==> config.mk <==
export PLATFORM = sky130hd
export DESIGN_NAME = counter_ctrl
export DESIGN_NICKNAME = d
export VERILOG_FILES = /design/src/rtl/counter_ctrl_pkg.sv /design/src/rtl/sync_counter.sv /design/src/rtl/counter_ctrl.sv
export SDC_FILE = /design/constraint.sdc
export NUM_CORES = 1
export LEC_CHECK = 0
export CORE_AREA = 2 2 57 59
export DETAILED_ROUTE_END_ITERATION = 6
export DIE_AREA = 0 0 59 61
export GPL_ROUTABILITY_DRIVEN = 0
export PLACE_DENSITY_LB_ADDON = 0.05
export SYNTH_ARGS = -nofsm -noshare
export SYNTH_HDL_FRONTEND = slang
export SYNTH_SLANG_ARGS = --single-unit
export TNS_END_PERCENT = 1
==> constraint.sdc <==
create_clock -name clk -period 2.8 [get_ports clk]
set_clock_uncertainty 0.15 [all_clocks]
set_input_delay 0.84 -clock clk [delete_from_list [all_inputs] [get_ports clk]]
set_output_delay 0.84 -clock clk [all_outputs]
set_load 0.05 [all_outputs]
==> src/rtl/counter_ctrl_pkg.sv <==
// Shared encodings for the counter sequencer: FSM state values and mode bits.
package counter_ctrl_pkg;

  typedef enum logic [1:0] {
    ST_IDLE = 2'b00,
    ST_RUN  = 2'b01,
    ST_HOLD = 2'b10,
    ST_DONE = 2'b11
  } state_t;

  localparam logic MODE_ONESHOT  = 1'b0;
  localparam logic MODE_PERIODIC = 1'b1;

endpackage

==> src/rtl/sync_counter.sv <==
// SIZE-bit synchronous up-counter; clear beats enable, async reset clears.
module sync_counter #(
  parameter int SIZE = 4
) (
  input  logic            clk,
  input  logic            rst,
  input  logic            clr,
  input  logic            en,
  output logic [SIZE-1:0] Q
);

  always_ff @(posedge clk or posedge rst) begin
    if (rst) begin
      Q <= '0;
    end else if (clr) begin
      Q <= '0;
    end else if (en) begin
      Q <= Q + SIZE'(1);
    end
  end

endmodule

==> src/rtl/counter_ctrl.sv <==
// Sequencer for a SIZE-bit up-counter: start/stop/pause, one-shot or periodic
// terminal count, one-cycle done pulse and a wrapping completed-period count.
module counter_ctrl
  import counter_ctrl_pkg::*;
#(
  parameter int SIZE   = 4,
  parameter int PCNT_W = 8
) (
  input  logic              clk,
  input  logic              rst,
  input  logic              start,
  input  logic              stop,
  input  logic              pause,
  input  logic              mode,
  input  logic [SIZE-1:0]   term_cnt,
  output logic [SIZE-1:0]   Q,
  output logic [1:0]        state,
  output logic              busy,
  output logic              done,
  output logic [PCNT_W-1:0] periods
);

  state_t              cur_st, nxt_st;
  logic [SIZE-1:0]     term_r, term_nxt;
  logic                mode_r, mode_nxt;
  logic                done_nxt;
  logic [PCNT_W-1:0]   periods_nxt;
  logic                cnt_clr, cnt_en;
  logic                at_term;

  sync_counter #(.SIZE(SIZE)) u_cnt (
    .clk (clk),
    .rst (rst),
    .clr (cnt_clr),
    .en  (cnt_en),
    .Q   (Q)
  );

  assign at_term = (Q == term_r);
  assign state   = cur_st;
  assign busy    = (cur_st == ST_RUN) || (cur_st == ST_HOLD);

  always_ff @(posedge clk or posedge rst) begin
    if (rst) begin
      cur_st  <= ST_IDLE;
      term_r  <= '0;
      mode_r  <= MODE_ONESHOT;
      done    <= 1'b0;
      periods <= '0;
    end else begin
      cur_st  <= nxt_st;
      term_r  <= term_nxt;
      mode_r  <= mode_nxt;
      done    <= done_nxt;
      periods <= periods_nxt;
    end
  end

  // Command priority is stop > start > pause; start is only honoured outside RUN/HOLD.
  always_comb begin
    nxt_st      = cur_st;
    term_nxt    = term_r;
    mode_nxt    = mode_r;
    done_nxt    = 1'b0;
    periods_nxt = periods;
    cnt_clr     = 1'b0;
    cnt_en      = 1'b0;
    case (cur_st)
      ST_IDLE, ST_DONE: begin
        if (stop) begin
          nxt_st  = ST_IDLE;
          cnt_clr = 1'b1;
        end else if (start) begin
          term_nxt    = term_cnt;
          mode_nxt    = mode;
          cnt_clr     = 1'b1;
          periods_nxt = '0;
          // A zero one-shot completes on the start edge itself.
          if ((term_cnt == '0) && (mode == MODE_ONESHOT)) begin
            nxt_st      = ST_DONE;
            done_nxt    = 1'b1;
            periods_nxt = PCNT_W'(1);
          end else begin
            nxt_st = ST_RUN;
          end
        end
      end
      ST_RUN: begin
        if (stop) begin
          nxt_st  = ST_IDLE;
          cnt_clr = 1'b1;
        end else if (pause) begin
          nxt_st = ST_HOLD;
        end else if (!at_term) begin
          cnt_en = 1'b1;
        end else begin
          done_nxt    = 1'b1;
          periods_nxt = periods + PCNT_W'(1);
          if (mode_r == MODE_PERIODIC) begin
            cnt_clr = 1'b1;
          end else begin
            nxt_st = ST_DONE;
          end
        end
      end
      ST_HOLD: begin
        if (stop) begin
          nxt_st  = ST_IDLE;
          cnt_clr = 1'b1;
        end else if (!pause) begin
          nxt_st = ST_RUN;
        end
      end
      default: begin
        nxt_st = ST_IDLE;
      end
    endcase
  end

endmodule

# Word-level counts from Yosys, hierarchy flattened
# Cells that the tools add are included.
# op_classes
n_reduce_logical	10
shift	0
n_mux	38
n_eq_ne	13
order_cmp	0
n_bitwise	2
add_sub_neg	2
div	0
multipliers	0
# op_table
op	n
8-bit two-way mux	5
1-bit two-way mux	18
2-bit two-way mux	9
8-bit case mux with 2 select lines	1
2-bit inequality test, second input constant	5
8-bit by 1-bit adder with 8-bit output, second input constant	1
4-bit two-way mux	2
4-bit inequality test, second input constant	2
3-bit inequality test, second input constant	2
2-bit case mux with 3 select lines	1
6-bit AND reduction	1
4-bit by 1-bit adder with 4-bit output, second input constant	1
2-bit equality test, second input constant	2
4-bit equality test	1
4-bit zero test	1
4-bit AND reduction	1
2-bit nonzero test	2
1-bit case mux with 3 select lines	1
3-bit AND reduction	1
2-bit by 1-bit equality test with 1-bit output, second input constant	1
2-bit zero test	1
1-bit inverter	2
1-bit case mux with 2 select lines	1
2-bit OR reduction	1
other kinds (2)	2
# totals
out_inout_bits	16
inputBits	10
ramBits	0
n_memories	0
mem_bits_ro	0
latchBits	0
reg_bits	20

# Logic depth before layout (Yosys ltp)
# logic_depth
ltp_word	7
ltp_mapped	8
ltp_nobuf	7

# Cells and area by module
# Synthesis repeated with hierarchy kept, for this count alone.
# hier_totals
hier_cells	137
hier_area_um2	1229.9
# by_module_without_submodules
module	n_inst	area_each_um2	cells_per_inst	seq_area_each_um2
counter_ctrl	1	1033.5	120	400.4
sync_counter	1	196.4	17	100.1

# Worst setup path before layout
# OpenSTA, ideal clock, no wires.
# synth_timing
kind	register to register
start	reg cur_st[0], in the netlist state[0]
end	reg periods[6]
t_required_ns	2.568
synth_period_minus_slack_ns	2.480
setup_slack_ns	0.320
n_path_buf	1
setup_time_ns	0.082
path_stages_with_launch	8
arrival_ns	2.248
path_cell_list	dfrtp_1 -> inv_1 -> ha_1 -> nor2b_1 -> a2111o_1 -> buf_2 -> or3_1 -> o22ai_1
# synth_between
elab_chain_cells	4
# synth_rtl
element	line_no	source
start, declared	counter_ctrl.sv:23	state_t cur_st, nxt_st;
start signal, assigned	counter_ctrl.sv:51	cur_st <= nxt_st;
2-bit equality test / 2-bit zero test (equally long branches)	counter_ctrl.sv:68	case (cur_st)
2-bit OR reduction	counter_ctrl.sv:68	
2-bit inequality test (no source line) / 2-bit nonzero test (equally long branches)	n/a	
6-bit AND reduction (no source line)	n/a	
end signal, assigned	counter_ctrl.sv:55	periods <= periods_nxt;
end, declared	counter_ctrl.sv:20	output logic [PCNT_W-1:0] periods
# Several ways; a longest one is shown, not always the timed one.
# A chain may end at the register's enable or synchronous reset.

# Final worst setup path
# layout_timing
start	reg u_cnt.Q[0]
end	out Q[0]
# layout_rtl
element	line_no	source
start, declared	sync_counter.sv:9	output logic [SIZE-1:0] Q
start signal, assigned	sync_counter.sv:18	Q <= Q + SIZE'(1);
end, declared	counter_ctrl.sv:16	output logic [SIZE-1:0] Q,
# No word-level cell between the ends.

==> impl_metrics.csv <==
group,metric,value,unit
floorplanning,start_util,38.4,%
drt,antenna_left,0,
power,power.total,1.17,mW
clock_network,clock_path_buffers,2,
setup_path,crit_path_start_kind,"flop",
global_route,grt_start_max_net_pins,21,
final_layout,nets,168,
floorplanning,coreArea,2950,um^2
synth,yosysSeqAreaShare,44.1,%
global_route,track_usage,14.1,%
setup_path,crit_family,"buffers and inverters",
clock_network,cts_made_buffers,3,
global_route,grt_pass1_wl,3850,um
final_layout,num-fill-cells,306,
setup_path,arrival,1.60,ns
synth,synth-seq-cells,20,
timing,min_period,2.59,ns
placement,hpwl,1880,um
setup_path,cp_cell_sequence,"clkdlybuf4s50_1",
synth,synth_cells,118,
final_layout,stdcell_area,1500,um^2
timing,drv_slew,0,
floorplanning,die_area,3600,um^2
placement,placed_area,1480,um^2
timing,setup_viol,0,
timing,slew_headroom,66.5,%
setup_path,cp_max_fo,5,
setup_path,slowest_delay,0.84,ns
timing,max_freq,387,MHz
synth,avgSynthCellArea,9.62,um^2
timing,worst_pin_slew,0.501,ns
setup_path,worstPathRequired,1.81,ns
drt,wl_per_cell,12.9,um
drt,drc,0,
drt,drt_first_iter_violations,16,
timing,finalSetupTns,0,ns
synth,ys_types,29,
min_path,hold_path_class,"reg2reg",
setup_path,crit_type,"reg2out",
clock_network,root_buffer,"clkbuf_4",
drt,vias_per_cell,5.22,
clock_network,tritoncts,"built",
timing,whs,0.398,ns
job,cap_violations,0,
global_route,grt_pass1_vias,890,
drt,vias,960,
clock_network,cts_hold_buf,0,
clock_network,clkSinkCount,20,
final_layout,diodes,0,
final_layout,layout.cells.non_filler,184,
clock_network,clock_latency,0.29,ns
power,max-vdd-ir-drop,0.000519,V
clock_network,clkTransAtPathRegs,0.11,ns
power,p_per_area,780,nW/um^2
final_layout,syn_to_final_growth,32.3,%
synth,synth_nets,133,
floorplanning,num_rows,20,
timing,finalCritPeriodShare,92.4,%
setup_path,endpoint_kind,"output pin",
global_route,grt_antenna_before_repair,0,
final_layout,drive_above_1_share,13.9,%
clock_network,post-cts-setup-buffers,0,
clock_network,cts_resized,0,
global_route,gr-total-overflow,0,
drt,drt_wl_total,2370,um
setup_path,cp_slowest_cell,"clkdlybuf4s50_1",
timing,hold_viol,0,
setup_path,critPathBufInv,1,
placement,portBuffers,25,
placement,placed_cells,181,
floorplanning,io_pins,26,
clock_network,htreeDepth,1,
placement,dp_slack,0.0188,ns
power,leakagePower,0.605,nW
synth,post_synth_instance_area,1130,um^2
synth,yosys_warnings,0,
floorplanning,die_w,59,um
final_layout,final_util,50.8,%
timing,rsz0062_at_grt,"false",
drt,dr.pass1.iters,4,
floorplanning,die_height,61,um
outcome,status,"completed",
timing,setup_slack,0.213,ns
[path summary, 6_finish.rpt]
kind | startpoint | end | slack (ns) | cells past startpoint
min in group asynchronous | rst | u_cnt.Q[3] | 0.72 | 3
max in group asynchronous | rst | periods[1] | 1.57 | 3
worst max register to register | state[0] | periods[4] | 0.45 | 6
worst min register to register | periods[4] | periods[4] | 0.40 | 1
worst min-delay path | periods[4] | periods[4] | 0.40 | 1
worst max-delay path | u_cnt.Q[0] | Q[0] | 0.21 | 1
[registers in the layout (all words and copies together) (netlist names)]
register and cells:
term_r 4, done 1, state 2, mode_r 1
u_cnt.Q 4, periods 8
[power breakdown]
group	switching [mW]	total (mW)	internal [mW]
clock network	0.0845	0.134	0.0500
logic	0.352	0.619	0.267
registers	0.0655	0.417	0.352
total	0.502	1.17	0.668
[cell type report]
| cell class | count | area, um^2 | share of cell area, % |
|---|---|---|---|
| inverter | 8 | 30.0 | 2.00 |
| timing repair buffer | 33 | 320 | 21.3 |
| clock buffer | 3 | 22.5 | 1.50 |
| multi-input combinational | 87 | 587 | 39.1 |
| tap | 33 | 41.3 | 2.75 |
| sequential | 20 | 500 | 33.3 |
[routing by layer]
| layer | wire length (um) | share of wire [%] | vias to the layer above | GRT usage (%) |
|---|---|---|---|---|
| li1 | - | - | 484 | - |
| met1 | 1160 | 49 | 453 | 18.6 |
| met2 | 1090 | 46 | 19 | 22.7 |
| met3 | 94 | 4.0 | 4 | 3.41 |
| met4 | 31 | 1.3 | 0 | 5.19 |
| met5 | 0 | 0 | - | 0 |
[cells in the mapped netlist]
master	instances	area (um^2)
dfrtp_1	20	500
nor2_1	14	52.6
a21oi_1	8	40.0
xnor2_1	8	70.1
inv_1	7	26.3
nand3_1	6	30.0
o21ai_1	6	30.0
ha_1	5	62.6
mux2_2	5	56.3
nand2_1	5	18.8
or3_1	4	25.0
nor3_2	3	30.0
o21a_1	3	22.5
buf_2	2	10.0
nand3b_1	2	15.0
nand4_1	2	12.5
nor3_1	2	10.0
nor4_1	2	12.5
o22a_1	2	17.5
or4_1	2	15.0
xor2_1	2	17.5
a2111o_1	1	11.3
a22oi_1	1	7.51
buf_4	1	7.51
inv_2	1	3.75
mux2_1	1	11.3
nand2b_1	1	6.26
nor2b_1	1	6.26
o22ai_1	1	6.26
[placed cells by master (no fill, tap or decap), types with 4 or more instances in the layout]
cell type	instances
clkdlybuf4s50_1	24
nand2_1	5
xnor2_1	8
nor2_1	14
or3_1	4
inv_1	7
nand3_1	6
dfrtp_1	20
ha_1	5
buf_4	8
o21ai_1	6
mux2_2	5
a21oi_1	8
[cell families (layout without fill, tap and decap cells)]
group | Yosys count | after routing | share of synthesized area, %
buffers and inverters | 11 | 44 | 4.19
XOR/XNOR | 10 | 10 | 7.72
flip-flops | 20 | 20 | 44.1
multiplexers | 6 | 6 | 5.95
AND/OR/NAND/NOR | 44 | 44 | 20.6
adder cells (fa/ha/maj) | 5 | 5 | 5.51
AO/OA/AOI/OAI | 22 | 22 | 11.9
(Power assumes the default switching activity.)
